==> config.mk <==
export PLATFORM = sky130hd
export DESIGN_NAME = lsb_stego_embed
export DESIGN_NICKNAME = d
export VERILOG_FILES = /design/src/rtl/lsb_stego_embed.sv
export SDC_FILE = /design/constraint.sdc
export NUM_CORES = 1
export LEC_CHECK = 0
export ABC_AREA = 1
export CORE_MARGIN = 1
export CORE_UTILIZATION = 50
export DETAILED_ROUTE_END_ITERATION = 10
export PLACE_DENSITY = 0.75
export SYNTH_ARGS = -nofsm -noshare
export SYNTH_HDL_FRONTEND = slang
export SYNTH_SLANG_ARGS = --single-unit
==> constraint.sdc <==
create_clock -name clk -period 2.6 [get_ports clk]
set_clock_uncertainty 0.05 [all_clocks]
set_input_delay 0.65 -clock clk [delete_from_list [all_inputs] [get_ports clk]]
set_output_delay 0.65 -clock clk [all_outputs]
set_load 0.02 [all_outputs]
==> src/rtl/lsb_stego_embed.sv <==
// lsb_stego_embed
// Writes a message into the LSBs of a raw image channel stream. Each frame
// carries a 16-bit length header (MSB first), then the payload bytes (each
// MSB first, in arrival order). The rest of the frame passes through
// unchanged. If the message does not fit, cap_err is set and the whole
// frame passes through untouched.
//
// Ports:
//   clk, rst                    clock, synchronous active-high reset
//   start, msg_len              frame start pulse and payload length in bytes
//   msg_data/valid/ready        payload byte stream
//   pix_in/valid/ready          raw channel stream (8 bits per transfer)
//   pix_out/valid/ready/last    stego channel stream, single output register
//   busy, done, cap_err         frame status
module lsb_stego_embed #(
  parameter int NUM_CHANNELS = 196608,
  parameter int CNT_W        = $clog2(NUM_CHANNELS + 1)
) (
  input  logic        clk,
  input  logic        rst,
  input  logic        start,
  input  logic [15:0] msg_len,
  input  logic [7:0]  msg_data,
  input  logic        msg_valid,
  output logic        msg_ready,
  input  logic [7:0]  pix_in,
  input  logic        pix_in_valid,
  output logic        pix_in_ready,
  output logic [7:0]  pix_out,
  output logic        pix_out_valid,
  input  logic        pix_out_ready,
  output logic        pix_out_last,
  output logic        busy,
  output logic        done,
  output logic        cap_err
);

  // Wide enough for 16 + 8*65535 and for NUM_CHANNELS, so the capacity
  // check cannot overflow.
  localparam int END_W = (CNT_W + 4 > 20) ? CNT_W + 4 : 20;

  typedef enum logic [2:0] {
    S_IDLE,
    S_HEADER,
    S_PAYLOAD,
    S_PASS,
    S_DONE
  } state_t;

  state_t           state;
  logic [15:0]      len_q;
  logic [15:0]      bytes_loaded;
  logic [CNT_W-1:0] ch_cnt;
  logic [END_W-1:0] end_q;       // channel index one past the last payload bit
  logic [7:0]       shreg;       // current payload byte, next bit in [7]
  logic [2:0]       bit_idx;
  logic             full;

  logic [END_W-1:0] need_bits;
  logic             fits;
  logic             in_frame;
  logic             in_fire;
  logic             msg_fire;
  logic             out_fire;
  logic             consume_last;
  logic             last_in;
  logic             payload_end;
  logic             embed_bit;
  logic [7:0]       pix_next;

  assign need_bits = END_W'(16) + END_W'({msg_len, 3'b000});
  assign fits      = need_bits <= END_W'(NUM_CHANNELS);

  // Once all NUM_CHANNELS inputs are taken the frame stops accepting input
  // while the final output drains.
  assign in_frame = (state == S_HEADER || state == S_PAYLOAD || state == S_PASS)
                    && (ch_cnt != CNT_W'(NUM_CHANNELS));

  assign pix_in_ready = in_frame && (!pix_out_valid || pix_out_ready)
                        && (state != S_PAYLOAD || full);
  assign in_fire      = pix_in_valid && pix_in_ready;
  assign out_fire     = pix_out_valid && pix_out_ready;

  // A new byte may load in the same cycle the last bit of the old one is
  // used, so the payload runs without bubbles.
  assign consume_last = in_fire && (state == S_PAYLOAD) && (bit_idx == 3'd7);
  assign msg_ready    = (state == S_PAYLOAD) && (bytes_loaded < len_q)
                        && (!full || consume_last);
  assign msg_fire     = msg_valid && msg_ready;

  assign last_in     = ch_cnt == CNT_W'(NUM_CHANNELS - 1);
  assign payload_end = (END_W'(ch_cnt) + END_W'(1)) == end_q;
  assign busy        = state != S_IDLE;

  // NOTE: every signal written in always_comb gets a default first so no
  // latch is inferred on paths that do not assign it.
  always_comb begin
    embed_bit = 1'b0;
    pix_next  = pix_in;
    if (state == S_HEADER) begin
      embed_bit = len_q[4'd15 - ch_cnt[3:0]];
      pix_next  = {pix_in[7:1], embed_bit};
    end else if (state == S_PAYLOAD) begin
      embed_bit = shreg[7];
      pix_next  = {pix_in[7:1], embed_bit};
    end
  end

  // NOTE: sequential state uses non-blocking assignments only, so every
  // register sees the pre-edge values of the others.
  always_ff @(posedge clk) begin
    if (rst) begin
      // NOTE: the byte buffer is tiny, so it is reset along with the control
      // state; an aborted frame leaves nothing stale behind.
      state         <= S_IDLE;
      len_q         <= '0;
      bytes_loaded  <= '0;
      ch_cnt        <= '0;
      end_q         <= '0;
      shreg         <= '0;
      bit_idx       <= '0;
      full          <= 1'b0;
      pix_out       <= '0;
      pix_out_valid <= 1'b0;
      pix_out_last  <= 1'b0;
      done          <= 1'b0;
      cap_err       <= 1'b0;
    end else begin
      done <= 1'b0;

      // Output register: loads on input handshake, holds while stalled.
      if (in_fire) begin
        pix_out       <= pix_next;
        pix_out_valid <= 1'b1;
        pix_out_last  <= last_in;
        ch_cnt        <= ch_cnt + CNT_W'(1);
      end else if (pix_out_ready) begin
        pix_out_valid <= 1'b0;
      end

      // Message buffer.
      if (msg_fire) begin
        shreg        <= msg_data;
        bit_idx      <= 3'd0;
        full         <= 1'b1;
        bytes_loaded <= bytes_loaded + 16'd1;
      end else if (in_fire && state == S_PAYLOAD) begin
        shreg   <= {shreg[6:0], 1'b0};
        bit_idx <= bit_idx + 3'd1;
        if (bit_idx == 3'd7) full <= 1'b0;
      end

      case (state)
        S_IDLE: begin
          if (start) begin
            len_q        <= msg_len;
            end_q        <= need_bits;
            ch_cnt       <= '0;
            bytes_loaded <= '0;
            bit_idx      <= 3'd0;
            full         <= 1'b0;
            cap_err      <= !fits;
            state        <= fits ? S_HEADER : S_PASS;
          end
        end
        S_HEADER, S_PAYLOAD, S_PASS: begin
          if (out_fire && pix_out_last) begin
            state <= S_DONE;
            done  <= 1'b1;
          end else if (state == S_HEADER && in_fire && ch_cnt == CNT_W'(15)) begin
            state <= (len_q == 16'd0) ? S_PASS : S_PAYLOAD;
          end else if (state == S_PAYLOAD && in_fire && payload_end) begin
            state <= S_PASS;
          end
        end
        S_DONE:  state <= S_IDLE;
        default: state <= S_IDLE;
      endcase
    end
  end

endmodule

==> qor.csv <==
metric;value;unit
gp_congestion;0.950;
yosys-top-cells-area;dfxtp_1 33%, nand2_1 13%, inv_1 6.8%;
rows;38;
leakage;0.00322;uW
antenna_found_initial;0;
cts_buffers;9;
p_per_area;718;mW/mm^2
setup_ws;-0.0477;ns
area_growth;31.3;%
synth_edf_count;0;
dp_hpwl;11700;um
htreeDepth;3;
switching_power;2150;uW
portBuffers;52;
rsz0062_at_grt;true;
wl;15500;um
detail_route.wl_per_cell;13.7;um
yosysMostFrequentCell;nand2_1;
ant_nets;0;
ir_worst_vdd;0.000380;V
synthesis.instances;836;
ys.flop_type;dfxtp_1;
worst-path-max-fanout;2;
cp-end-kind;primary output;
io_pins;53;
slew_headroom;51.3;%
grt_pass1_vias;5406;
grt.total_usage;28.1;%
grt_start_max_net_pins;29;
clock-root-buffer;clkbuf_8;
drive_gt1_share;19.6;%
crit_buf_inv;3;
firstDrtPassIters;5;
max_freq;0.378;GHz
dp_slack;-0.652;ns
internal-power;3100;uW
drc;0;
hold_violations;0;
cp_cell_sequence;inv_1 > ha_1 > and3_4 > nand2_2 > o21bai_1 > a21oi_1 > and2_4 > nand2_2 > inv_2 > buf_6;
swShare;41.0;%
synth_warnings;0;
cpLargestDelayFamily;simple AND/OR/NAND/NOR gates;
diodes;0;
dr.first_iter.drc_count;439;
die_area;0.0116;mm^2
cp_slowest_stage_delay;0.34;ns
final-max-slew-violation-count;0;
cts_hold_buffers;0;
start_kind;register;
initial_utilization;51.5;%
synthArstFlopShare;0;%
synth_common_cells;198 x nand2_1, 101 x inv_1, 97 x nor2_1;
clkPwrFrac;18.5;%
finalCritPeriodShare;102;%
core_area;0.0108;mm^2
ys_types;43;
p_total;5260;uW
die_w;108;um
cp_slowest_cell;dfxtp_2;
worst_path_most_repeated_cell;nand2_2;
syn_nets;896;
grt_pass1_wl;25200;um
cts_tree;yes;
criticalPathCategory;reg -> out;
viasPerCell;5.29;
die_y;108;um
gr-total-overflow;0;
seqPwrFrac;34.7;%
min_period;2.65;ns
clkTransAtPathRegs;0.11;ns
synth_area;0.00558;mm^2
tightestPinTransition;0.730;ns
worstSkewPairLatency;0.39;ns
setup_viol;1;
clock_path_buffers;2;
num_vias;5978;
status;complete, but fails checks;
avgSynthCellArea;6.68;um^2
cap_viol_max_count;0;
worstPathRequired;1.90;ns
min_path_type;reg -> reg;
ys_ff_latch;93;
synth.top_cell.area_share;33.4;%
yosysSeqAreaShare;33.4;%
clock-sinks;93;
violations;setup timing;
synth_top_area_cell;dfxtp_1;
final_nets;1044;
cp.arrival;1.95;ns
pwr-share-comb;46.8;%
[routing by layer]
layer	GRT usage (%)	wire length [um]
met1	36.1	6980
met2	47.1	7150
met3	3.75	966
met4	11.5	429
met5	0	0
[worst min-delay path: stages, from the launching register on]
cell and delay, ns:
dfxtp_1 0.32, nand2_1 0.06, a21oi_1 0.05
[cell usage in the layout, fill, tap and decap left out, drive strengths merged, types with 2 or more instances in the layout]
cell,n
dfxtp,93
nand3,68
xor2,11
nor2,108
clkdlybuf4s50,48
nor3,15
a22o,2
a211oi,14
nor4,4
nand3b,2
inv,113
clkbuf,9
or2,2
a21oi,39
a31oi,7
mux2i,7
dlygate4sd2,2
and2,4
nand4,17
o22ai,20
buf,109
ha,22
clkinv,2
o21ai,54
nand2,207
[layout make-up]
type                       instances  area [um^2]
clock buffer                       9          124
tap                              140          175
clock inverter                     7         63.8
multi-input combinational        611         3320
sequential                        93         1880
timing repair buffer             160         1360
fill                             986         3520
inverter                         109          409
[sequential cells by signal (all words and copies together) (netlist names), 3 cells and up]
register / cells
bit_idx: 3
end_q: 16
pix_out: 8
ch_cnt: 18
bytes_loaded: 16
state: 3
len_q: 16
shreg: 8
[power by group through the flow]
stage	Sequential (uW)	Combinational [uW]	Clock, uW
after floorplan	1890	1320	0
after global placement	1840	2240	0
after detailed placement	1850	2260	0
after CTS	1820	2360	984
after global routing	1850	2710	1040
final	1820	2460	973
[logic make-up after synthesis]
| family | Yosys count | share of synthesized area (%) |
|---|---|---|
| and+or+nand+nor | 428 | 34.3 |
| AOI/OAI and AO/OA | 141 | 14.3 |
| buffers and inverters | 132 | 9.57 |
| DFF | 93 | 33.4 |
| adders and majority gates | 22 | 4.93 |
| xor gates and xnor gates | 13 | 2.29 |
| muxes | 7 | 1.26 |
[repair_timing]
| action | CTS | global route |
|---|---|---|
| resized for setup | 37 | 12 |
| pin swaps | 20 | 8 |
| buffers inserted | 8 | 3 |
| setup endpoints to repair | 2 | 2 |
[worst paths after layout]
check / start / end / slack [ns] / cells past startpoint
max reg2reg: len_q[6] / bytes_loaded[6] / 0.17 / 20
min: pix_out[2] / pix_out[2] / 0.42 / 2
min reg2reg: pix_out[2] / pix_out[2] / 0.42 / 2
max: len_q[13] / msg_ready / -0.05 / 10
[per-stage QoR]
stage / util (%) / instances / cell area [um^2] / hold WS [ns] / TNS (ns)
4_1_cts: 66.9 / 1126 / 7250 / 0.421 / 0
3_5_place_dp: 63.7 / 1102 / 6900 / 0.404 / -1.90
2_1_floorplan: - / 836 / 5580 / 0.380 / 0
5_1_grt: 67.6 / 1129 / 7320 / 0.443 / -0.179
3_3_place_gp: 63.7 / 1102 / 6900 / 0.400 / -1.32
6_report: 67.6 / 1129 / 7320 / 0.422 / -0.0477
Note: power is estimated with default switching activity, not from simulation.
